--- src/rtl/rx_block_lock_if.sv ---
// Header bus between the RX gearbox and the block-lock controller.
// The gearbox side (master) supplies sync headers and receives slip
// requests. The controller side (slave) reports lock and invalid-header pulses.
interface rx_block_lock_if;
  logic       i_header_valid;
  logic [1:0] i_header;
  logic       o_slip;
  logic       o_block_lock;
  logic       o_sh_invalid;

  modport master (
    output i_header_valid, i_header,
    input  o_slip, o_block_lock, o_sh_invalid
  );

  modport slave (
    input  i_header_valid, i_header,
    output o_slip, o_block_lock, o_sh_invalid
  );
endinterface

--- src/rtl/rx_block_lock.sv ---
// 10GBASE-R 64b/66b block synchronisation controller.
// It watches the 2-bit sync headers and asks the gearbox to bit-slip until
// 64 consecutive good headers are seen. It then holds block lock until a
// 64-header window contains 16 bad headers.
module rx_block_lock #(
  parameter int SH_CNT_MAX     = 64,
  parameter int SH_INVALID_MAX = 16,
  parameter int SLIP_WAIT      = 32
) (
  input  logic           i_clk,
  input  logic           i_reset,
  rx_block_lock_if.slave hdr
);

  localparam int CW = $clog2(SH_CNT_MAX + 1);
  localparam int IW = $clog2(SH_INVALID_MAX + 1);
  localparam int WW = $clog2(SLIP_WAIT + 1);
  localparam logic [CW-1:0] CNT_MAX  = CW'(SH_CNT_MAX);
  localparam logic [IW-1:0] INV_MAX  = IW'(SH_INVALID_MAX);
  localparam logic [WW-1:0] WAIT_MAX = WW'(SLIP_WAIT);

  typedef enum logic [1:0] {
    ST_INIT, ST_TEST_SH, ST_SLIP, ST_SLIP_WAIT
  } state_e;

  state_e        state_q, state_d;
  logic [CW-1:0] sh_cnt_q, sh_cnt_d;
  logic [IW-1:0] invld_q, invld_d;
  logic [WW-1:0] wait_q, wait_d;
  logic          lock_q, lock_d;
  logic          slip_q, slip_d;
  logic          inv_q, inv_d;

  logic          bad_hdr;
  logic [CW-1:0] sh_inc;
  logic [IW-1:0] invld_inc;

  // Only 10 and 01 are legal sync headers.
  assign bad_hdr   = (hdr.i_header == 2'b00) || (hdr.i_header == 2'b11);
  // Saturating increments. The counters are cleared before they reach
  // the limit, but they must never wrap even so.
  assign sh_inc    = (sh_cnt_q == CNT_MAX) ? sh_cnt_q : sh_cnt_q + CW'(1);
  assign invld_inc = !bad_hdr ? invld_q :
                     (invld_q == INV_MAX) ? invld_q : invld_q + IW'(1);

  // State and registered outputs.
  always_ff @(posedge i_clk) begin
    if (i_reset) begin
      state_q  <= ST_INIT;
      sh_cnt_q <= '0;
      invld_q  <= '0;
      wait_q   <= '0;
      lock_q   <= 1'b0;
      slip_q   <= 1'b0;
      inv_q    <= 1'b0;
    end else begin
      state_q  <= state_d;
      sh_cnt_q <= sh_cnt_d;
      invld_q  <= invld_d;
      wait_q   <= wait_d;
      lock_q   <= lock_d;
      slip_q   <= slip_d;
      inv_q    <= inv_d;
    end
  end

  // Next-state logic for the block-lock state machine.
  always_comb begin
    state_d  = state_q;
    sh_cnt_d = sh_cnt_q;
    invld_d  = invld_q;
    wait_d   = wait_q;
    lock_d   = lock_q;
    slip_d   = 1'b0;
    inv_d    = 1'b0;
    case (state_q)
      ST_INIT: begin
        sh_cnt_d = '0;
        invld_d  = '0;
        lock_d   = 1'b0;
        state_d  = ST_TEST_SH;
      end
      ST_TEST_SH: begin
        if (hdr.i_header_valid) begin
          inv_d = bad_hdr;
          if (!lock_q) begin
            // Acquisition needs an unbroken run of good headers.
            if (bad_hdr) begin
              state_d = ST_SLIP;
            end else if (sh_inc == CNT_MAX) begin
              lock_d   = 1'b1;
              sh_cnt_d = '0;
              invld_d  = '0;
            end else begin
              sh_cnt_d = sh_inc;
            end
          end else begin
            // Loss of lock takes priority over the end of the window. Lock
            // is dropped in SLIP so that it falls together with o_slip.
            if (invld_inc == INV_MAX) begin
              state_d  = ST_SLIP;
              sh_cnt_d = sh_inc;
              invld_d  = invld_inc;
            end else if (sh_inc == CNT_MAX) begin
              sh_cnt_d = '0;
              invld_d  = '0;
            end else begin
              sh_cnt_d = sh_inc;
              invld_d  = invld_inc;
            end
          end
        end
      end
      ST_SLIP: begin
        slip_d   = 1'b1;
        lock_d   = 1'b0;
        sh_cnt_d = '0;
        invld_d  = '0;
        wait_d   = WAIT_MAX;
        state_d  = ST_SLIP_WAIT;
      end
      ST_SLIP_WAIT: begin
        // Headers are discarded while the gearbox settles. Leave on the
        // cycle in which the count reaches zero.
        sh_cnt_d = '0;
        invld_d  = '0;
        wait_d   = (wait_q == '0) ? '0 : wait_q - WW'(1);
        if (wait_q <= WW'(1)) state_d = ST_TEST_SH;
      end
      default: state_d = ST_INIT;
    endcase
  end

  assign hdr.o_slip       = slip_q;
  assign hdr.o_block_lock = lock_q;
  assign hdr.o_sh_invalid = inv_q;

endmodule

--- src/flat_wrapper.sv ---
// flat-port wrapper written by rule: the top's interface ports become plain ports
module rx_block_lock_flat 
#(
  parameter int SH_CNT_MAX     = 64,
  parameter int SH_INVALID_MAX = 16,
  parameter int SLIP_WAIT      = 32
)
  (i_clk, i_reset, hdr_i_header_valid, hdr_i_header, hdr_o_slip, hdr_o_block_lock, hdr_o_sh_invalid);
  rx_block_lock_if hdr_i ();
  input  logic i_clk;
  input  logic i_reset;
  input wire logic [$bits(hdr_i.i_header_valid)-1:0] hdr_i_header_valid;
  input wire logic [$bits(hdr_i.i_header)-1:0] hdr_i_header;
  output wire logic [$bits(hdr_i.o_slip)-1:0] hdr_o_slip;
  output wire logic [$bits(hdr_i.o_block_lock)-1:0] hdr_o_block_lock;
  output wire logic [$bits(hdr_i.o_sh_invalid)-1:0] hdr_o_sh_invalid;
  assign hdr_i.i_header_valid = hdr_i_header_valid;
  assign hdr_i.i_header = hdr_i_header;
  assign hdr_o_slip = hdr_i.o_slip;
  assign hdr_o_block_lock = hdr_i.o_block_lock;
  assign hdr_o_sh_invalid = hdr_i.o_sh_invalid;
  rx_block_lock #(.SH_CNT_MAX(SH_CNT_MAX), .SH_INVALID_MAX(SH_INVALID_MAX), .SLIP_WAIT(SLIP_WAIT)) u_core (.i_clk(i_clk), .i_reset(i_reset), .hdr(hdr_i));
endmodule
--- config.mk ---
export PLATFORM = sky130hd
export DESIGN_NAME = rx_block_lock_flat
export DESIGN_NICKNAME = d
export VERILOG_FILES = /design/src/rtl/rx_block_lock_if.sv /design/src/rtl/rx_block_lock.sv /design/src/flat_wrapper.sv
export SDC_FILE = /design/constraint.sdc
export NUM_CORES = 1
export LEC_CHECK = 0
export CAP_MARGIN = 20
export CORE_AREA = 10 10 75 77
export DETAILED_ROUTE_END_ITERATION = 12
export DIE_AREA = 0 0 85 87
export DONT_BUFFER_PORTS = 1
export GPL_ROUTABILITY_DRIVEN = 0
export SYNTH_ARGS = -nofsm -noshare
export SYNTH_HDL_FRONTEND = slang
export SYNTH_SLANG_ARGS = --single-unit
--- constraint.sdc ---
create_clock -name i_clk -period 2.6 [get_ports i_clk]
set_input_delay 0.26 -clock i_clk [delete_from_list [all_inputs] [get_ports i_clk]]
set_output_delay 0.26 -clock i_clk [all_outputs]
set_load 0.005 [all_outputs]
=== After elaboration in Yosys (flattened, before gate mapping) ===
Cells that the tools add are included.

* Flip-flop bits (word level): 23
* Word-level logic and storage cells: 70

* Add/subtract/negate cells: 3
* $lt $le $gt $ge: 1
* Eq/ne operators: 14
* Mux-type cells: 30
* Bitwise operators: 2
* Reduce and logical (&&, ||, !) cells: 13

{| class="wikitable"
|+ Operators with widths
! operator !! number
|-
| 2-to-1 mux 7 bit || 6
|-
| 2-to-1 mux 5 bit || 8
|-
| equality test 7 bit, second input constant || 2
|-
| one-hot mux 7 bit (2 select lines) || 1
|-
| one-hot mux 6 bit (2 select lines) || 1
|-
| equality test 5 bit, second input constant || 2
|-
| 2-to-1 mux 2 bit || 5
|-
| one-hot mux 5 bit (2 select lines) || 1
|-
| one-hot mux 2 bit (4 select lines) || 1
|-
| adder 7 x 1 -> 7 bit, second input constant || 1
|-
| equality test 2 bit, second input constant || 3
|-
| less-or-equal comparator 6 x 1 -> 1 bit, second input constant || 1
|-
| zero test 6 bit || 1
|-
| 2-to-1 mux 6 bit || 1
|-
| != test 3 x 1 -> 1 bit, second input constant || 2
|-
| OR reduction 3 bit || 2
|-
| subtractor 6 x 1 -> 6 bit, second input constant || 1
|-
| adder 5 x 1 -> 5 bit, second input constant || 1
|-
| 2-to-1 mux 1 bit || 5
|-
| zero test 2 bit || 2
|-
| AND reduction 2 bit || 2
|-
| AND reduction 4 bit || 1
|-
| nonzero test 2 bit || 2
|-
| != test 3 x 2 -> 1 bit, second input constant || 1
|-
| other kinds (9) || 10
|}

=== Longest topological paths before layout ===
* Word-level depth: 8
* Mapped depth: 9
* Mapped depth without buffers: 8

=== Least setup slack after synthesis ===
Ideal clock, no wire load.

* Kind: register to register
* Start: reg u_core.invld_q[0]
* End: reg u_core.state_q[0]
* Setup time: 0.123 ns
* Arrival time: 2.153 ns
* Data required time: 2.477 ns
* Setup slack: 0.323 ns
* Cell stages (with the launch flop): 8
* Buffers on the path: 0
* Period minus slack after synthesis: 2.277 ns
* Cell sequence: dfxtp_1 -> inv_1 -> ha_1 -> nor4_1 -> nor3_1 -> o311a_1 -> a221oi_2 -> mux2_1

* Longest elaborated chain between the ends: 6
* Elaborated cells on any way between the ends: 7

{| class="wikitable"
|+ RTL lines
! item !! line !! RTL
|-
| start, declared || rx_block_lock.sv:28 || <nowiki>logic [IW-1:0] invld_q, invld_d;</nowiki>
|-
| start signal, assigned || rx_block_lock.sv:59 || <nowiki>invld_q <= invld_d;</nowiki>
|-
| adder 5 x 1 -> 5 bit or equality test 5 bit (tied branches) || rx_block_lock.sv:44 || <nowiki>(invld_q == INV_MAX) ? invld_q : invld_q + IW'(1);</nowiki>
|-
| 2-to-1 mux 5 bit || rx_block_lock.sv:44 ||
|-
| 2-to-1 mux 5 bit (*) || rx_block_lock.sv:43 || <nowiki>assign invld_inc = !bad_hdr ? invld_q :</nowiki>
|-
| equality test 5 bit (*) || rx_block_lock.sv:100 || <nowiki>if (invld_inc == INV_MAX) begin</nowiki>
|-
| != test 3 bit (no source line) (*) || n/a ||
|-
| AND reduction 4 bit (no source line) (*) || n/a ||
|-
| end signal, assigned || rx_block_lock.sv:57 || <nowiki>state_q <= state_d;</nowiki>
|-
| end, declared || rx_block_lock.sv:26 || <nowiki>state_e state_q, state_d;</nowiki>
|}

Every way passes the cells marked *; elsewhere a longest branch is shown, timed or not.
A chain may end at the register's enable or synchronous reset.

=== Worst setup path after layout ===
* Start: reg u_core.invld_q[1]
* End: reg u_core.state_q[0]

The elaborated chain is that of the path after synthesis.

==> flow_summary.toml <==
[final_layout]
stdcell_count = 244
area.growth.synth_to_final_pct = 6.68
finalInstanceArea_um2 = 1660
num_antenna_cells = 0
drive_above_1_share = 0.0833
post-route-util = 0.392
final_net_count = 210

[timing]
fmax_mhz = 440
finalHoldViolCount = 0
finalSetupViolCount = 0
rsz0062_at_grt = "false"
drv_slew = 0
worst_slew_pin_slew_ns = 0.541
skew_ns = 0.00452
fin_crit_sh = 0.875
slew_headroom = 0.637
tns_ns = 0
fin_crit_ns = 2.27

[drt]
ant_nets = 0
wl_um = 3280
wl_per_cell_um = 13.4
drt-initial-drc-count = 92
drc = 0
vias = 1329
vias_per_cell = 5.45
drtPass1Iterations = 4

[worst_setup_path]
cp_num_buf_inv = 1
endpoint_kind = "flip-flop"
slowest_stage = "dfxtp_1"
regToRegStartpoint = "u_core.invld_q[1]"
cp.arrival_ns = 2.43
critPathRequiredTime_ns = 2.76
crit_family = "compound AO/OA/AOI/OAI gates"
critPathMaxFanout = 5
crit_path_start_kind = "flip-flop"
cp-startpoint = "u_core.invld_q[1]"
max_stage_delay_ns = 0.41
cp_cell_sequence = "inv_1 -> ha_1 -> nor4_1 -> nor3_1 -> o311a_1 -> a221oi_2 -> mux2_1"
critPathKind = "reg2reg"

[die]
coreArea_um2 = 4230
initial_core_util = 0.367
dieArea_um2 = 7400
die_width_um = 85
num_rows = 24
dieHeight_um = 87
num_io_pins = 8

[power_and_ir_drop]
ir_drop_mv = 0.302
power.density_nw_per_um2 = 518
power.total_mw = 0.859
leakage_nw = 0.562

[place]
place_area_um2 = 1610
io_buffers = 0
dpl.cell_count = 240
dp_hpwl_um = 2450

[yosys]
synthCells = 190
synth-seq-area-share = 0.296
synth-edff-count = 0
ys_async_sr_fraction = 0
syn_nets = 207
synth.distinct_cells = 48
synth_flop_cell = "dfxtp_1"
yosys_warnings = 0
yosys_register_bits = 23
syn-cell-area_um2 = 1560
syn_avg_cell_area_um2 = 8.19

[clock_tree]
cts_tree = "done"
cts_buffers = 3
postCtsSetupBuffers = 0
cts_hold_buf = 0
cts_resized = 0
cts.sinks = 23
clk_latency_ns = 0.27
root_buffer = "clkbuf_8"
cts_htree_levels = 1
clk_pin_slew_ns = 0.09
clk_path_buf_depth = 2

[grt]
grt_use_total = 0.0911
grt_pass1_wl_um = 5840
antenna_found_initial = 0
grt_pass1_vias = 1290
grt-ovfl-total = 0
grt_max_degree = 15

[flow_run]
maxCapViolations = 0

[outcome]
status = "finished, final reports clean"

[min_path]
worst_hold_path_type = "in2reg"
hp-start = "i_reset"
-- path summary, 6_finish.rpt --
kind / to / slack [ns] / cells after the start
setup / recovery: u_core.state_q[0] / 0.33 / 7
hold / removal: u_core.wait_q[2] / 0.05 / 1
setup reg to reg: u_core.state_q[0] / 0.33 / 7
hold reg to reg: u_core.wait_q[4] / 0.51 / 2
-- flip-flops by register name (all words and copies together) (netlist names) --
name and count:
u_core.invld_q 5, u_core.state_q 2, u_core.hdr.o_sh_invalid 1, u_core.hdr.o_block_lock 1, u_core.hdr.o_slip 1, u_core.sh_cnt_q 7
u_core.wait_q 6
-- layout make-up --
| cell class | instances | area (um2) |
|---|---|---|
| well taps | 52 | 65.1 |
| clock inverters | 1 | 5.00 |
| multi-input cells | 148 | 1010 |
| clock buffers | 3 | 41.3 |
| inverters | 13 | 48.8 |
| flip-flops and latches | 23 | 460 |
| repair buffers | 4 | 30.0 |
| fillers | 430 | 2570 |
-- metal layers --
metal | GRT usage | part of all wire
met1 | 0.113 | 0.51
met2 | 0.148 | 0.43
met3 | 0.0206 | 0.041
met5 | 0 | 0
met4 | 0.0359 | 0.017
-- cell families after synthesis --
group           share of synthesized area
compound gates                      0.204
xor+xnor                           0.0338
fa+ha+maj                          0.0965
buf+inv                            0.0555
flops                               0.296
mux                                0.0201
simple gates                        0.294
-- placed cells by master, fill, tap and decap left out, types with 2 or more instances in the layout --
cell type   n
a31oi_1     2
buf_4       4
inv_1      13
nor2b_1     3
ha_1       12
or4_1       2
o21ai_0     6
nor4_1      3
xor2_1      3
nor3_1      5
xnor2_1     3
or3_1       3
o21ai_1     8
nand4b_1    2
and2_1      3
nand3_1     7
nand4_1     5
clkbuf_8    3
dfxtp_1    23
nand2b_1    4
o22ai_1     3
mux2i_1     2
nor2_1     20
nor4b_1     2
and3_1      2
nand2_1    11
a21oi_1    16
-- synth_stat cells, types with 5 or more instances --
cell	instances	area share
o21ai_0	6	0.019
nand4_1	5	0.020
nor2_1	20	0.048
nor3_1	5	0.016
nand3_1	7	0.023
nand2_1	11	0.027
a21oi_1	16	0.051
dfxtp_1	23	0.30
inv_1	13	0.031
ha_1	12	0.097
o21ai_1	8	0.026
-- worst reg2reg max path: cells and delay by family (launching register included) --
family          cells  cell delay, ns
buf+inv             1            0.06
compound gates      2            0.63
mux                 1            0.35
simple gates        2            0.39
fa+ha+maj           1            0.33
flops               1            0.41
-- power by group --
part           switching [mW]  total [mW]  internal, mW  leakage, nW
Sequential             0.0261       0.406         0.379        0.186
Clock                   0.121       0.228         0.107       0.0255
Combinational           0.138       0.226        0.0879        0.351
Total                   0.285       0.859         0.575        0.562
-- per-stage QoR --
stage	hold slack (ns)	setup WS, ns
2_1_floorplan	0.406	0.323
3_3_place_gp	0.333	0.389
3_5_place_dp	0.334	0.347
4_1_cts	0.0413	0.341
5_1_grt	0.0413	0.127
6_report	0.0455	0.325
Note: power is estimated with default switching activity, not from simulation.
